**src/rtl/pc_sequencer_pkg.sv**
```systemverilog
// Shared types for the program-counter sequencer: jump-command encoding,
// sequencer state and a small alignment helper.
package pc_sequencer_pkg;

    // Jump command applied when advance is asserted
    typedef enum logic [1:0] {
        JMP_REL = 2'b00,
        JMP_ABS = 2'b01,
        JMP_INC = 2'b10,
        JMP_RET = 2'b11
    } jump_e;

    // Sequencer state; ST_TRAP is only reachable when misalignment trapping is built in
    typedef enum logic {
        ST_RUN  = 1'b0,
        ST_TRAP = 1'b1
    } state_e;

    // Word stride used by the increment command
    localparam int unsigned PC_STEP = 4;

    // A PC is misaligned when either of its two low bits is set
    function automatic logic is_misaligned(input logic [1:0] low_bits);
        return low_bits != 2'b00;
    endfunction

endpackage

```
**src/rtl/pc_ret_stack.sv**
```systemverilog
// Interrupt return-address stack. Holds up to STACK_DEPTH program counters;
// push while full and pop while empty are ignored. Only the occupancy count
// is reset, so a reset discards every entry.
module pc_ret_stack #(
    parameter int unsigned ADDR_W      = 23,
    parameter int unsigned STACK_DEPTH = 4,
    localparam int unsigned PTR_W      = $clog2(STACK_DEPTH),
    localparam int unsigned CNT_W      = $clog2(STACK_DEPTH) + 1
) (
    input  logic              clk,
    input  logic              reset,
    input  logic              push_i,
    input  logic              pop_i,
    input  logic [ADDR_W-1:0] data_i,
    output logic [ADDR_W-1:0] top_o,
    output logic              full_o,
    output logic              empty_o,
    output logic [CNT_W-1:0]  count_o
);

    logic [ADDR_W-1:0] mem_q [STACK_DEPTH];
    logic [CNT_W-1:0]  count_q, count_d;
    logic [PTR_W-1:0]  wr_idx;
    logic [PTR_W-1:0]  top_idx;
    logic              do_push;
    logic              do_pop;

    assign full_o  = (count_q == CNT_W'(STACK_DEPTH));
    assign empty_o = (count_q == '0);
    assign count_o = count_q;

    // When not full the low pointer bits of the count address the next free slot
    assign wr_idx  = count_q[PTR_W-1:0];
    assign top_idx = count_q[PTR_W-1:0] - PTR_W'(1);
    assign top_o   = mem_q[top_idx];

    assign do_push = push_i && !full_o;
    assign do_pop  = pop_i && !empty_o && !push_i;

    // Occupancy next-state
    always_comb begin
        count_d = count_q;
        if (do_push) begin
            count_d = count_q + CNT_W'(1);
        end else if (do_pop) begin
            count_d = count_q - CNT_W'(1);
        end
    end

    // Occupancy register, cleared by reset
    always_ff @(posedge clk) begin
        if (!reset) begin
            count_q <= '0;
        end else begin
            count_q <= count_d;
        end
    end

    // Entry storage; contents are don't-care after reset so it is not reset
    always_ff @(posedge clk) begin
        if (do_push) begin
            mem_q[wr_idx] <= data_i;
        end
    end

endmodule

```
**src/rtl/pc_sequencer.sv**
```systemverilog
// Program-counter sequencer with relative/absolute/increment/return jumps and
// nested interrupt entry backed by a return-address stack.
// Build option: define PC_SEQUENCER_MISALIGN_TRAP_EN to redirect any misaligned
// next PC to TRAP_VEC and park in a TRAP state until reset. Without it the
// misaligned PC is loaded as computed and only pc_misaligned flags it.
module pc_sequencer
    import pc_sequencer_pkg::*;
#(
    parameter int unsigned        ADDR_W      = 23,
    parameter int unsigned        STACK_DEPTH = 4,
    parameter logic [ADDR_W-1:0]  RESET_VEC   = '0,
    parameter logic [ADDR_W-1:0]  TRAP_VEC    = ADDR_W'('h10),
    localparam int unsigned       CNT_W       = $clog2(STACK_DEPTH) + 1
) (
    input  logic              clk,
    input  logic              reset,
    input  logic              advance,
    input  logic [1:0]        jump,
    input  logic [ADDR_W-1:0] imm,
    input  logic              irq_req,
    input  logic [ADDR_W-1:0] irq_vec,
    output logic [ADDR_W-1:0] pc,
    output logic              irq_ack,
    output logic [CNT_W-1:0]  depth,
    output logic              pc_misaligned,
    output logic              ret_underflow,
    output logic              trapped
);

    state_e            state_q, state_d;
    logic [ADDR_W-1:0] pc_q, pc_d;
    logic              irq_ack_q, irq_ack_d;
    logic              ret_underflow_q, ret_underflow_d;

    logic              stk_push;
    logic              stk_pop;
    logic [ADDR_W-1:0] stk_top;
    logic              stk_full;
    logic              stk_empty;
    logic [CNT_W-1:0]  stk_count;

    pc_ret_stack #(
        .ADDR_W      (ADDR_W),
        .STACK_DEPTH (STACK_DEPTH)
    ) u_ret_stack (
        .clk     (clk),
        .reset   (reset),
        .push_i  (stk_push),
        .pop_i   (stk_pop),
        .data_i  (pc_q),
        .top_o   (stk_top),
        .full_o  (stk_full),
        .empty_o (stk_empty),
        .count_o (stk_count)
    );

    // Decode the accepted event for this cycle into next PC, stack ops and flags
    always_comb begin
        state_d         = state_q;
        pc_d            = pc_q;
        irq_ack_d       = 1'b0;
        ret_underflow_d = ret_underflow_q;
        stk_push        = 1'b0;
        stk_pop         = 1'b0;

        if (state_q == ST_RUN) begin
            if (irq_req && !stk_full) begin
                // Interrupt wins over a simultaneous advance; the command is dropped
                stk_push  = 1'b1;
                pc_d      = irq_vec;
                irq_ack_d = 1'b1;
            end else if (advance) begin
                unique case (jump_e'(jump))
                    JMP_REL: pc_d = pc_q + imm;
                    JMP_ABS: pc_d = imm;
                    JMP_INC: pc_d = pc_q + ADDR_W'(PC_STEP);
                    JMP_RET: begin
                        if (!stk_empty) begin
                            stk_pop = 1'b1;
                            pc_d    = stk_top;
                        end else begin
                            pc_d            = RESET_VEC;
                            ret_underflow_d = 1'b1;
                        end
                    end
                    default: pc_d = pc_q;
                endcase
            end

`ifdef PC_SEQUENCER_MISALIGN_TRAP_EN
            // A misaligned target aborts the event: no stack change, no acknowledge
            if (is_misaligned(pc_d[1:0])) begin
                pc_d      = TRAP_VEC;
                state_d   = ST_TRAP;
                irq_ack_d = 1'b0;
                stk_push  = 1'b0;
                stk_pop   = 1'b0;
            end
`endif
        end
    end

    // State and registered outputs; reset overrides every event
    always_ff @(posedge clk) begin
        if (!reset) begin
            state_q         <= ST_RUN;
            pc_q            <= RESET_VEC;
            irq_ack_q       <= 1'b0;
            ret_underflow_q <= 1'b0;
        end else begin
            state_q         <= state_d;
            pc_q            <= pc_d;
            irq_ack_q       <= irq_ack_d;
            ret_underflow_q <= ret_underflow_d;
        end
    end

    assign pc            = pc_q;
    assign irq_ack       = irq_ack_q;
    assign depth         = stk_count;
    assign ret_underflow = ret_underflow_q;
    assign pc_misaligned = is_misaligned(pc_q[1:0]);

`ifdef PC_SEQUENCER_MISALIGN_TRAP_EN
    assign trapped = (state_q == ST_TRAP);
`else
    assign trapped = 1'b0;
`endif

endmodule

```
**config.mk**
```make
export PLATFORM = sky130hd
export DESIGN_NAME = pc_sequencer
export DESIGN_NICKNAME = d
export VERILOG_FILES = /design/src/rtl/pc_sequencer_pkg.sv /design/src/rtl/pc_ret_stack.sv /design/src/rtl/pc_sequencer.sv
export SDC_FILE = /design/constraint.sdc
export NUM_CORES = 1
export LEC_CHECK = 0
export ABC_AREA = 1
export ABC_CLOCK_PERIOD_IN_PS = 3500
export CAP_MARGIN = 15
export CORE_MARGIN = 3
export CORE_UTILIZATION = 59
export CTS_BUF_LIST = sky130_fd_sc_hd__clkbuf_8
export CTS_CLUSTER_SIZE = 28
export DETAILED_ROUTE_END_ITERATION = 12
export GPL_ROUTABILITY_DRIVEN = 0
export PLACE_DENSITY_LB_ADDON = 0.12
export SLEW_MARGIN = 10
export SYNTH_ARGS = -nofsm -noshare
export SYNTH_HDL_FRONTEND = slang
export SYNTH_SLANG_ARGS = --single-unit
```
**constraint.sdc**
```tcl
create_clock -name clk -period 3.5 [get_ports clk]
set_input_delay 0.35 -clock clk [delete_from_list [all_inputs] [get_ports clk]]
set_output_delay 0.35 -clock clk [all_outputs]
set_load 0.05 [all_outputs]
```
==> results.ini <==
[logic_synthesis]
synth-async-reset-ratio_pct=0
ys_warn_count=0
syn_area_per_cell_um2=7.666
synth_seq_area_share_pct=43.74
ys_top_cells_by_area=edfxtp_1 36%, nand2_1 14%, dfxtp_1 7.4%, inv_1 6.1%, nor2_1 5.1%
yosys.area.top_type=edfxtp_1
ys_ff_latch=120
synth_edf_count=92
syn-cell-area_mm2=0.007597
syn-num-nets=1072
netlist_instances=991
yosysTopAreaCellShare_pct=36.36
synth_cell_types=41
synth_ff_type=edfxtp_1

[die]
chipHeight_um=119.5
row_count=40
ioPinCount=82
start_util_pct=61.71
dieArea_mm2=0.01427
core_area_mm2=0.01231
die-width_um=119.5

[sta]
fin_worst_skew_ns=0.01390
period_minus_slack_ns=2.475
max_freq_mhz=404.0
fin_crit_sh_pct=70.72
finalSetupViolCount=0
hold_ws_ns=0.4807
relSlewSlack_pct=53.84
rsz0062_at_grt=no
final_hold_viol_count=0
tns_ns=0
tightest_slew_ns=0.6917
slew_violations=0

[clock_network]
tritoncts=done
htreeDepth=4
ctsResizeCount=0
cts.path.max_buffers=2
clockRootBuffer=clkbuf_8
ctsHoldBuffers=0
cts_inserted_buffers=17
clkTransAtPathRegs_ns=0.08
clk_latency_ns=0.44
cts_sinks=120
postCtsSetupBuffers=0

[grt]
grt_usage_pct=30.07
grt_max_degree=53
grt-ovfl-total=0
grt_pass1_vias=6666
antenna_found_initial=0
grt_pass1_wl_um=33550

[place]
portBuffers=80
post-dp-hpwl_um=15220

[run]
drv_cap=0

[worst_setup_path]
critical-path-max-stage-delay_ns=0.91
worstSetupEndpointType=output pin
r2r_start=u_ret_stack.count_o[1]
crit_chain=buf_4 > clkdlybuf4s50_1
crit_fanout=52
crit_arrival_ns=2.13
startpoint=u_ret_stack.count_o[0]
critPathLaunchType=register
critical_path_class=reg2out
ff2ff_setup_slack_ns=1.03
cp_slowest_cell=clkdlybuf4s50_1
cp.required_ns=3.15

[detailed_routing]
wl_um=21060
wl_per_cell_um=16.83
drc=0
viasPerCell=5.655
antenna_left=0
vias=7075
drt_iter0_drc=618
dr.pass1.iters=6

[status]
status=finished, final reports clean

[power_and_ir_drop]
p_per_area_mw_per_mm2=478.1
peakVddDrop_mv=0.2153
p_leak_nw=3.767

[final_layout]
n_antenna_cell=0
fin_nets=1151
drive_above_1_share_pct=8.864
area_growth_pct=16.85

[hold_path]
hp-start=ret_underflow
hp-class=reg2reg

## per-stage QoR
| stage | util (%) | std cells | total power, mW | instance area, um^2 | worst slack [ns] |
|---|---|---|---|---|---|
| after floorplan | - | 991 | 2.646 | 7597 | 0.3617 |
| after detailed placement | 68.95 | 1219 | 3.033 | 8489 | 0.9016 |
| after CTS | 72.10 | 1251 | 4.235 | 8877 | 0.9864 |
| final | 72.10 | 1251 | 4.244 | 8877 | 1.025 |
| after global placement | 68.95 | 1219 | 3.015 | 8489 | 0.9651 |
| after global routing | 72.10 | 1251 | 4.453 | 8877 | 0.7664 |
## cells in the mapped netlist (4+ instances only)
master	instances
ha_1	27
buf_4	6
inv_1	123
a31oi_1	4
o21ai_0	72
clkbuf_1	6
edfxtp_1	92
nor2_2	11
xor2_1	9
nand3b_1	4
a21oi_2	8
xnor2_1	4
nor2_1	103
o21bai_1	4
nand2_2	13
nand2_1	289
o22ai_1	19
nand4_1	8
buf_2	9
nand3_1	56
nor2_4	6
buf_6	9
nor3_1	6
o221ai_1	5
dfxtp_1	28
or2_2	4
a21oi_1	40
## where the power goes
| part | switching [mW] | internal (mW) | total, mW |
|---|---|---|---|
| logic | 0.802 | 0.417 | 1.22 |
| registers | 0.127 | 1.67 | 1.80 |
| clock network | 0.590 | 0.634 | 1.22 |
| total | 1.52 | 2.72 | 4.24 |
## worst max-delay path: cells and delay by family (launching register included)
kind                   cells  cell delay [ns]
DFF                        1             0.34
buffers and inverters      2             1.35
## state kept, by name (all words and copies together) (netlist names)
| register | cells |
|---|---|
| irq_ack | 1 |
| u_ret_stack.count_o | 3 |
| ret_underflow | 1 |
| pc | 23 |
| u_ret_stack.mem_q | 92 |
## path summary, 6_finish.rpt
path	endpoint	depth (start not counted)
setup / recovery	depth[0]	2
hold / removal	ret_underflow	2
setup reg to reg	pc[13]	11
hold reg to reg	ret_underflow	2
## cells by family (layout without fill, tap and decap cells)
group | Yosys count | after routing | share of synthesized area [%]
simple gates | 505 | 505 | 28.21
compound gates | 164 | 164 | 12.32
buf+inv | 159 | 251 | 9.206
flops | 120 | 120 | 43.74
fa+ha+maj | 29 | 29 | 4.974
xor+xnor | 13 | 13 | 1.499
other cells | 1 | 1 | 0.04936
## layer usage
metal  wire length, um  share of wire [%]  GRT usage (%)
met4               637                3.0          11.10
met1              9075                 43          42.83
met5                 0                  0              0
met2              9448                 45          46.72
met3              1893                9.0          4.606
## layout make-up
| type | instances | area (um^2) |
|---|---|---|
| Inverter | 126 | 473.0 |
| Clock buffer | 17 | 234.0 |
| Clock inverter | 15 | 153.9 |
| Multi-Input combinational cell | 712 | 3585 |
| Tap cell | 168 | 210.2 |
| Fill cell | 1006 | 3435 |
| Timing Repair Buffer | 93 | 898.4 |
| Sequential cell | 120 | 3323 |
## placed cells by master (no fill, tap or decap), drive strengths merged
master / count
nand2: 302
inv: 129
nor2: 120
edfxtp: 92
clkdlybuf4s50: 80
o21ai: 75
nand3: 58
a21oi: 48
dfxtp: 28
ha: 27
o22ai: 19
clkbuf: 17
buf: 13
xor2: 9
nand4: 8
clkinv: 8
nor3: 6
or2: 6
o221ai: 5
nand3b: 4
o21bai: 4
a31oi: 4
xnor2: 4
o211ai: 3
a211oi: 3
fa: 2
clkinvlp: 2
bufinv: 2
nor4: 1
a21boi: 1
o221a: 1
o311ai: 1
conb: 1
(Power assumes the default switching activity.)
